**config.mk**
```make
export PLATFORM = sky130hd
export DESIGN_NAME = inst_queue
export DESIGN_NICKNAME = d
export VERILOG_FILES = /design/src/rtl/inst_queue_pkg.sv /design/src/rtl/inst_queue.sv
export SDC_FILE = /design/constraint.sdc
export NUM_CORES = 1
export LEC_CHECK = 0
export BUFFER_PORTS_ARGS = -buffer_cell sky130_fd_sc_hd__buf_2
export CORE_MARGIN = 2
export CORE_UTILIZATION = 40
export DETAILED_ROUTE_END_ITERATION = 16
export SKIP_CTS_REPAIR_TIMING = 1
export SLEW_MARGIN = 20
export SYNTH_ARGS = -nofsm -noshare
export SYNTH_HDL_FRONTEND = slang
export SYNTH_SLANG_ARGS = --single-unit
```
**constraint.sdc**
```tcl
create_clock -name clk -period 2.41 [get_ports clk]
set_input_delay 0.482 -clock clk [delete_from_list [all_inputs] [get_ports clk]]
set_output_delay 0.482 -clock clk [all_outputs]
set_load 0.005 [all_outputs]
```
**src/rtl/inst_queue_pkg.sv**
```systemverilog
// Shared constants and types for the fetch-to-decode instruction queue.
// Widths mirror the REG_BUS / INST_BUS conventions of the surrounding pipeline.
package inst_queue_pkg;

    localparam int unsigned REG_BUS_W  = 64;
    localparam int unsigned INST_BUS_W = 32;
    localparam int unsigned IQ_DEPTH   = 4;

    localparam logic [INST_BUS_W-1:0] NOP_INST = 32'h0000_0013;

    typedef enum logic [1:0] {
        IQ_IDLE = 2'b00,
        IQ_PUSH = 2'b01,
        IQ_POP  = 2'b10,
        IQ_BOTH = 2'b11
    } iq_op_e;

    function automatic iq_op_e decode_op(input logic push, input logic pop);
        return iq_op_e'({pop, push});
    endfunction

endpackage

```
**src/rtl/inst_queue.sv**
```systemverilog
// In-order instruction queue between fetch and decode with single-cycle flush.
// Status outputs and the head mux depend only on registered state.
module inst_queue
    import inst_queue_pkg::*;
#(
    parameter int unsigned DEPTH  = IQ_DEPTH,
    parameter int unsigned PC_W   = REG_BUS_W,
    parameter int unsigned INST_W = INST_BUS_W
) (
    input  logic                     clk,
    input  logic                     rst,
    input  logic                     in_valid,
    input  logic [PC_W-1:0]          in_pc,
    input  logic [INST_W-1:0]        in_inst,
    output logic                     in_ready,
    output logic                     out_valid,
    output logic [PC_W-1:0]          out_pc,
    output logic [INST_W-1:0]        out_inst,
    input  logic                     out_ready,
    input  logic                     flush,
    output logic [$clog2(DEPTH):0]   count
);

    localparam int unsigned PTR_W = $clog2(DEPTH);
    localparam int unsigned CNT_W = PTR_W + 1;
    localparam logic [CNT_W-1:0]  FULL_CNT = CNT_W'(DEPTH);
    localparam logic [INST_W-1:0] NOP_W    = INST_W'(NOP_INST);

    logic [PC_W-1:0]   pc_mem   [DEPTH];
    logic [INST_W-1:0] inst_mem [DEPTH];
    logic [PTR_W-1:0]  wr_ptr;
    logic [PTR_W-1:0]  rd_ptr;
    logic              push;
    logic              pop;
    iq_op_e            op;

    assign in_ready  = (count != FULL_CNT);
    assign out_valid = (count != '0);

    always_comb begin
        push = in_valid && in_ready && !flush;
        pop  = out_valid && out_ready && !flush;
        op   = decode_op(push, pop);
    end

    // Power-of-two depth lets the pointers wrap by natural overflow.
    always_ff @(posedge clk or negedge rst) begin
        if (!rst) begin
            wr_ptr <= '0;
            rd_ptr <= '0;
            count  <= '0;
        end else if (flush) begin
            wr_ptr <= '0;
            rd_ptr <= '0;
            count  <= '0;
        end else begin
            if (push)
                wr_ptr <= wr_ptr + 1'b1;
            if (pop)
                rd_ptr <= rd_ptr + 1'b1;
            unique case (op)
                IQ_PUSH: count <= count + 1'b1;
                IQ_POP:  count <= count - 1'b1;
                default: count <= count;
            endcase
        end
    end

    always_ff @(posedge clk or negedge rst) begin
        if (!rst) begin
            for (int unsigned i = 0; i < DEPTH; i++) begin
                pc_mem[i]   <= '0;
                inst_mem[i] <= '0;
            end
        end else if (push) begin
            pc_mem[wr_ptr]   <= in_pc;
            inst_mem[wr_ptr] <= in_inst;
        end
    end

    // Empty queue presents a NOP at PC 0 so decode never sees stale storage.
    always_comb begin
        out_pc   = '0;
        out_inst = NOP_W;
        if (out_valid) begin
            out_pc   = pc_mem[rd_ptr];
            out_inst = inst_mem[rd_ptr];
        end
    end

endmodule

```
# Word level (Yosys, flattened, before mapping)
# Cells that the tools add are included.
[totals]
in_bits = 101
out_inout_bits = 101
reg_bits = 391
wordCells = 53
[classes]
n_addsub = 4
bitwise_logic = 2
n_mux = 20
magnitude_cmp = 3
eq_ne = 3
reduce_logical = 10
[ops]
columns = ["cell", "count"]
rows = [
  ["256-bit bitwise mux", 1],
  ["64-bit two-way mux", 4],
  ["64-bit binary-select mux with 2-bit select", 1],
  ["128-bit bitwise mux", 1],
  ["64-bit demux with 2-bit select", 1],
  ["32-bit two-way mux", 4],
  ["32-bit binary-select mux with 2-bit select", 1],
  ["32-bit demux with 2-bit select", 1],
  ["2-bit two-way mux", 4],
  ["3-bit greater-or-equal comparator, second input constant", 2],
  ["2-bit NOT with 3-bit output", 2],
  ["3-bit case mux with 2 select lines", 1],
  ["3-bit nonzero test", 2],
  ["1-bit logical AND", 5],
  ["2-bit by 1-bit adder with 2-bit output, second input constant", 2],
  ["2-bit nonzero test", 2],
  ["3-bit by 1-bit adder with 3-bit output, second input constant", 1],
  ["3-bit by 1-bit less-than comparator with 1-bit output, second input constant", 1],
  ["3-bit two-way mux", 1],
  ["3-bit != test, second input constant", 1],
  ["3-bit by 1-bit subtractor with 3-bit output, second input constant", 1],
  ["2-bit by 1-bit equality test with 1-bit output, second input constant", 1],
  ["2-bit equality test, second input constant", 1],
  ["1-bit zero test", 1],
]

# Longest topological paths before layout
# Gate-level depths: netlist of run 1.
[logic_depth]
word_depth = 6
ltp_mapped = 11
ltp_nobuf = 9

# Least setup slack after synthesis of run 1
# Ideal clock, no wire load.
[synth_timing]
path_type = "register to register"
startpoint = "register count[0]"
endpoint = "register count[2]"
arrival_time_ps = 2362
setup_time_ps = 82
n_path_buf = 2
path_slack_ps = -34
stages_incl_launch_ff = 11
period_less_slack_ps = 2444
path_cell_list = "dfrtp_1 buf_2 nor3_1 inv_1 clkbuf_1 nand2_1 nor3b_1 fa_1 or3_1 a21o_1 a31oi_1"
[synth_via]
elab_chain_len = 6
[synth_rtl]
columns = ["element", "line", "source"]
rows = [
  ["start: declaration", "inst_queue.sv:21", "output logic [$clog2(DEPTH):0] count"],
  ["start signal: assignment", "inst_queue.sv:62", "IQ_PUSH: count <= count + 1'b1;"],
  ["start signal: assignment", "inst_queue.sv:63", "IQ_POP: count <= count - 1'b1;"],
  ["start signal: assignment", "inst_queue.sv:64", "default: count <= count;"],
  ["3-bit != test / 3-bit nonzero test (equally long branches)", "inst_queue.sv:37, inst_queue.sv:38", ""],
  ["1-bit logical AND, on equally long branches (2 in series)", "inst_queue.sv:41, inst_queue.sv:42", ""],
  ["2-bit equality test / 2-bit by 1-bit equality test with 1-bit output (equally long branches)", "inst_queue.sv:61", "unique case (op)"],
  ["3-bit case mux with 2 select lines", "inst_queue.sv:61", ""],
  ["3-bit two-way mux", "inst_queue.sv:52", "end else if (flush) begin"],
]
# Parallel ways exist; a longest one is shown, timed or not.
# A chain may end at the register's enable or synchronous reset.

# Worst setup path in the final report of run 1
[layout_timing]
startpoint = "register rd_ptr[0]"
endpoint = "output out_pc[58]"
[layout_via]
elab_chain_len = 5
[layout_rtl]
columns = ["element", "line", "source"]
rows = [
  ["start: declaration", "inst_queue.sv:32", "logic [PTR_W-1:0] rd_ptr;"],
  ["start signal: assignment", "inst_queue.sv:60", "rd_ptr <= rd_ptr + 1'b1;"],
  ["2-bit NOT with 3-bit output (implied by the code)", "inst_queue.sv:86", "out_pc = pc_mem[rd_ptr];"],
  ["64-bit binary-select mux with 2-bit select", "inst_queue.sv:86", ""],
  ["64-bit two-way mux (implied by the code) (2 in series)", "inst_queue.sv:86", ""],
  ["64-bit two-way mux", "inst_queue.sv:85", "if (out_valid) begin"],
  ["end: declaration", "inst_queue.sv:17", "output logic [PC_W-1:0] out_pc,"],
]
# No other way between the ends. The select of a mux whose other input is x is not followed.

==> results.yml, run 1 <==
placement:
  place.port_buffers: 201
  gpl.final_weighted_congestion: 0.743
  post_dp_cell_area_mm2: 0.0205
  place.detailed.hpwl_mm: 26.2
  placed_cells: 1880
sta:
  worst_pin_slew_ns: 0.521
  skew_ns: 0.00939
  hold_viol_final: 0
  fin_crit_sh_pct: 111
  final_critical_path_setup_slack_ns: -0.273
  grt_setup_unrepaired: "true"
  setup-violations-final: 96
  slew_viols_final: 0
  max_slew_margin_pct: 65.3
  clock.fmax_mhz: 373
  fin_worst_hold_slack_ns: 0.193
  final_critical_period_ns: 2.68
synthesis:
  synth_sequential_area_ratio_pct: 52.7
  synth_ff_type: "sky130_fd_sc_hd__dfrtp_1"
  postSynth.asyncResetShare_pct: 100
  synth_area_per_cell_um2: 17.0
  number_of_nets_in_the_synthesized_netlist: 1201
  synth.largest_area_cell: "sky130_fd_sc_hd__dfrtp_1"
  synth_top_cells_by_area: "sky130_fd_sc_hd__dfrtp_1 (53%), sky130_fd_sc_hd__mux2_2 (14%), sky130_fd_sc_hd__mux2_4 (13%)"
  yosys_warning_count: 0
  synthCells: 1095
  synth_edf_count: 0
  post-synth-top-area-fraction_pct: 52.7
  synth_area_mm2: 0.0186
  ys_types: 33
  synth-seq-cells: 391
route:
  detail_route.iter0.violations: 505
  drt.antenna.violating_nets: 0
  vias_per_cell: 5.14
  route.vias.total: 10188
  drt_pass1_iterations: 4
  drt-wirelength-per-cell_um: 21.4
  detail_route.wirelength_mm: 42.3
  drt_drc_violations_left: 0
final_layout:
  most-common-layout-cells: "sky130_fd_sc_hd__dfrtp_1 (389), sky130_fd_sc_hd__mux2_2 (224), sky130_fd_sc_hd__buf_2 (161), sky130_fd_sc_hd__mux2_4 (160), sky130_fd_sc_hd__mux4_2 (96)"
  postLayoutCellArea_mm2: 0.0227
  nets_finish: 1451
  mostFrequentLayoutCell: "sky130_fd_sc_hd__dfrtp_1"
  finish.utilization_pct: 49.8
  final_layout_size_suffix_gt1_share_pct: 64.7
  n_fill_cell: 3832
  layout.cells.non_filler: 1981
  area_growth_syn_to_layout_pct: 22.0
cts:
  worst_setup_hold_path_clk_slew_ns: 0.06
  clock_tree_from_tritoncts: "done"
  cts.htree.levels: 2
  cts_inserted_buffers: 44
  clk_path_buf_depth: 3
  insertion_delay_ns: 0.56
  clock_sinks: 391
  clk_root_buffer_cell: "sky130_fd_sc_hd__clkbuf_16"
grt:
  largest_net_degree_at_the_start_of_global_routing: 97
  grt_pass1_vias: 11113
  global_router_s_overall_resource_usage_pct: 17.5
  initial_antenna_violation_count: 6
  wire_length_of_the_first_global_routing_pass_mm: 65.2
  grt.overflow.total: 0
critical_path:
  critical_path.startpoint: "rd_ptr[0]$_DFFE_PN0P_"
  cp.required_ns: 1.93
  timing.critical_path.fanout_max: 17
  critical_path.startpoint_type: "register"
  worst-setup-path-type: "register to output port"
  critical_path_arrival_ns: 2.20
  type_of_element_capturing_the_critical_path: "output port"
  worstReg2RegStart: "count[0]$_DFFE_PN0P_"
power:
  power_density_mw_per_mm2: 1070
  leakagePower_nw: 10.8
  ir_worst_vdd_uv: 635
die:
  fp.dieArea_mm2: 0.0482
  start_util_pct: 40.8
  pin_count: 202
  die_width_um: 220
  rows: 78
  die_height_um: 220
  fp.coreArea_mm2: 0.0456
outcome:
  failed_checks: "negative setup slack"
  status: "finished, violations left"
hold_path:
  hp-class: "primary input to register"
  timing.hold.worst.start: "in_pc[5]"
run:
  maxCapViolCount: 0
-- Yosys cell counts, drive strengths merged, types with 4 or more instances --
master / number
ha: 4
mux2: 384
dfrtp: 391
nand2: 9
mux4: 96
nor2: 5
clkbuf: 21
buf: 56
and2: 93
inv: 4
-- layout make-up --
type | instances | area, µm² | share of cell area [%]
Sequential cell | 391 | 9790 | 43.2
Tap cell | 600 | 751 | 3.31
Antenna cell | 4 | 10.0 | 0.0441
Timing Repair Buffer | 281 | 2390 | 10.5
Clock inverter | 17 | 241 | 1.06
Multi-Input combinational cell | 623 | 8200 | 36.1
Clock buffer | 61 | 1280 | 5.63
Inverter | 4 | 17.5 | 0.0772
-- per-stage QoR --
stage	setup slack, ns	TNS [ns]	power (mW)
6_report	-0.273	-19.73	24.3
5_1_grt	-0.354	-28.64	25.7
4_1_cts	-0.387	-28.88	23.9
3_5_place_dp	0.212	0	16.7
3_3_place_gp	0.211	0	16.4
2_1_floorplan	0.0533	0	14.6
-- worst paths after layout --
path	endpoint	slack (ns)	depth (start not counted)
min reg2reg	inst_mem[19]$_DFFE_PN0P_	0.50	1
max reg2reg	count[2]$_DFFE_PN0P_	0.17	9
max	out_pc[58]	-0.27	5
max in group asynchronous	pc_mem[5]$_DFFE_PN0P_	1.13	3
min	pc_mem[197]$_DFFE_PN0P_	0.19	2
min in group asynchronous	pc_mem[162]$_DFFE_PN0P_	0.46	2
-- routing by layer --
layer	part of all wire [%]	vias to the layer above	global-route usage (%)
met4	2.0	8	4.48
met1	45	5404	23.6
li1	-	4526	-
met3	5.0	68	4.51
met5	0.13	-	0
met2	48	182	28.4
-- state kept, by name, indices dropped and copies added, names as in the netlist --
register,cells
wr_ptr,2
pc_mem,256
count,3
rd_ptr,2
inst_mem,128
-- kinds of logic (layout without fill, tap and decap cells) --
| logic type | after synthesis | after routing | share of synthesized area [%] |
|---|---|---|---|
| XOR/XNOR | 6 | 6 | 0.283 |
| multiplexers | 480 | 480 | 38.1 |
| adder cells (fa/ha/maj) | 5 | 5 | 0.377 |
| buffers and inverters | 81 | 363 | 3.91 |
| AND/OR/NAND/NOR | 121 | 121 | 4.25 |
| AO/OA/AOI/OAI | 11 | 11 | 0.370 |
| other | 0 | 4 | 0 |
| flip-flops | 391 | 391 | 52.7 |
-- worst max-delay path, cell delays in order, from the launching register on --
cell and delay (ns):
sky130_fd_sc_hd__dfrtp_4 0.45, sky130_fd_sc_hd__buf_12 0.18, sky130_fd_sc_hd__buf_4 0.16, sky130_fd_sc_hd__mux4_2 0.50, sky130_fd_sc_hd__and2_1 0.20, sky130_fd_sc_hd__buf_2 0.13
-- where the power goes --
| part | leakage, nW | internal (mW) | switching (mW) |
|---|---|---|---|
| Clock | 0.752 | 4.33 | 2.70 |
| Sequential | 4.89 | 8.90 | 1.19 |
| Combinational | 5.12 | 4.87 | 2.34 |
(Power assumes the default switching activity.)
==> run 2, diff against run 1 <==
Settings changed: CORE_MARGIN 2 to 5, SLEW_MARGIN 20 to 5.
Clock period 2.41 ns to 2.1 ns, I/O delays scaled along.
==> results.yml, run 2 (synthesized netlist as in run 1, its figures left out) <==
die:
  fp.coreArea_mm2: 0.0463
  fp.dieArea_mm2: 0.0509
  die_height_um: 226
  rows: 79
  start_util_pct: 40.2
  die_width_um: 226
  pin_count: 202
power:
  power.share.clock_pct: 26.7
  share_of_power_burned_in_registers_pct: 41.3
  total_switching_power_mw: 7.46
  power_density_mw_per_mm2: 1170
  combPwrFrac_pct: 32.0
  share_of_total_power_consumed_by_net_switching_pct: 26.5
  internal-power_mw: 20.7
  leakagePower_nw: 11.7
  ir_worst_vdd_uv: 705
sta:
  skew_ns: 0.0117
  final_critical_path_setup_slack_ns: -0.514
  grt_setup_unrepaired: "true"
  fin_crit_sh_pct: 124
  clock.fmax_mhz: 383
  slew_viols_final: 0
  max_slew_margin_pct: 52.6
  worst_pin_slew_ns: 0.711
  hold_viol_final: 0
  final_critical_period_ns: 2.61
  setup-violations-final: 472
final_layout:
  finish.utilization_pct: 52.2
  final_layout_size_suffix_gt1_share_pct: 65.6
  reg.largest.list: "pc_mem: 256 flops, inst_mem: 128 flops, count: 3 flops"
  mostFrequentLayoutCell: "sky130_fd_sc_hd__dfrtp_1"
  most-common-layout-cells: "sky130_fd_sc_hd__dfrtp_1 (387), sky130_fd_sc_hd__mux2_4 (251), sky130_fd_sc_hd__buf_2 (167), sky130_fd_sc_hd__mux2_2 (133), sky130_fd_sc_hd__mux4_2 (96)"
  area_growth_syn_to_layout_pct: 29.9
  nets_finish: 1508
  layout.cells.non_filler: 2043
  largest_register_ff_count: 256
  largest_register: "pc_mem"
cts:
  cts.htree.levels: 2
  worst_setup_hold_path_clk_slew_ns: 0.06
  clock_sinks: 391
  insertion_delay_ns: 0.56
  clock_tree_from_tritoncts: "done"
  clk_path_buf_depth: 3
  clk_root_buffer_cell: "sky130_fd_sc_hd__clkbuf_16"
  cts_inserted_buffers: 44
outcome:
  failed_checks: "negative setup slack"
  status: "finished, violations left"
run:
  maxCapViolCount: 0
grt:
  initial_antenna_violation_count: 11
  global_router_s_overall_resource_usage_pct: 16.6
  largest_net_degree_at_the_start_of_global_routing: 97
  grt.overflow.total: 0
  wire_length_of_the_first_global_routing_pass_mm: 66.7
  grt_pass1_vias: 11398
hold_path:
  hp-class: "primary input to register"
  hold_depth: 3
route:
  detail_route.iter0.violations: 551
  detail_route.wirelength_mm: 49.7
  drt.antenna.violating_nets: 0
  vias_per_cell: 5.22
  route.vias.total: 10657
  drt_pass1_iterations: 5
  drt_drc_violations_left: 0
  drt-wirelength-per-cell_um: 24.3
critical_path:
  slowest_stage: "sky130_fd_sc_hd__mux4_2"
  timing.critical_path.fanout_max: 14
  worstPathCellList: "buf_12 -> buf_4 -> mux4_2 -> and2_1 -> buf_2"
  type_of_element_capturing_the_critical_path: "output port"
  critical_path_arrival_ns: 2.19
  critical_path.startpoint_type: "register"
  timing.critical_path.slowest_cell_delay_ns: 0.49
  worst-setup-path-type: "register to output port"
  cp.required_ns: 1.68
  worstRegToRegCells: 8
placement:
  place.detailed.hpwl_mm: 27.2
  placed_cells: 1897
  gpl.final_weighted_congestion: 0.745
  pre_cts_setup_slack_ns: -0.0245
  place.port_buffers: 201
-- run 2: changes by cell type in the layout (fill, tap and decap cells not counted), sizes merged --
cell      delta
inv          -1
nand2        +7
clkinv       -3
clkbuf      +31
bufinv       -5
clkinvlp     +3
buf         +23
-- run 2: critical path: cells and delay by family, from the launching register on --
kind / cells / cell delay, ns
flops: 1 / 0.45
simple gates: 1 / 0.21
mux: 1 / 0.49
buf+inv: 3 / 0.49
-- run 2: metal layers --
| layer | track usage, % | up-vias | share of wire, % |
|---|---|---|---|
| met2 | 27.1 | 223 | 49 |
| met4 | 4.41 | 12 | 1.6 |
| met3 | 3.73 | 62 | 4.9 |
| met1 | 22.6 | 5706 | 44 |
| li1 | - | 4654 | - |
| met5 | 0 | - | 0.15 |
-- run 2: path summary, 6_finish.rpt --
path / end / slack, ns / start
max in group asynchronous: inst_mem[94]$_DFFE_PN0P_ / 0.91 / rst
min in group asynchronous: pc_mem[227]$_DFFE_PN0P_ / 0.32 / rst
setup / recovery: out_pc[18] / -0.51 / rd_ptr[0]$_DFFE_PN0P_
hold reg to reg: pc_mem[99]$_DFFE_PN0P_ / 0.50 / pc_mem[99]$_DFFE_PN0P_
hold / removal: wr_ptr[1]$_DFFE_PN0P_ / 0.14 / in_valid
setup reg to reg: inst_mem[6]$_DFFE_PN0P_ / -0.15 / count[1]$_DFFE_PN0P_
-- run 2: final cells by class --
cell class | instances | area, µm²
Fill cell | 3863 | 22100
Timing Repair Buffer | 331 | 3490
Multi-Input combinational cell | 630 | 8670
Sequential cell | 391 | 9790
Clock buffer | 65 | 1300
Tap cell | 607 | 759
Antenna cell | 4 | 10.0
Inverter | 4 | 17.5
Clock inverter | 11 | 97.6
-- run 2: through the flow --
stage	power, mW	setup TNS [ns]	cell area [µm²]	hold slack [ns]
6_report	28.2	-75.52	24100	0.141
5_1_grt	29.6	-104.82	24100	0.120
4_1_cts	26.9	-52.45	22100	-0.313
3_5_place_dp	19.2	-0.116	20700	0.300
3_3_place_gp	19.0	-0.0189	20700	0.300
2_1_floorplan	16.8	-0.0673	18600	0.124
-- run 2: power by group through the flow --
stage	Clock, mW	Combinational (mW)	Sequential [mW]
2_1_floorplan	0	5.62	11.2
3_3_place_gp	0	7.41	11.5
3_5_place_dp	0	7.59	11.6
4_1_cts	7.75	7.62	11.5
5_1_grt	8.05	9.65	11.9
6_report	7.51	9.02	11.6
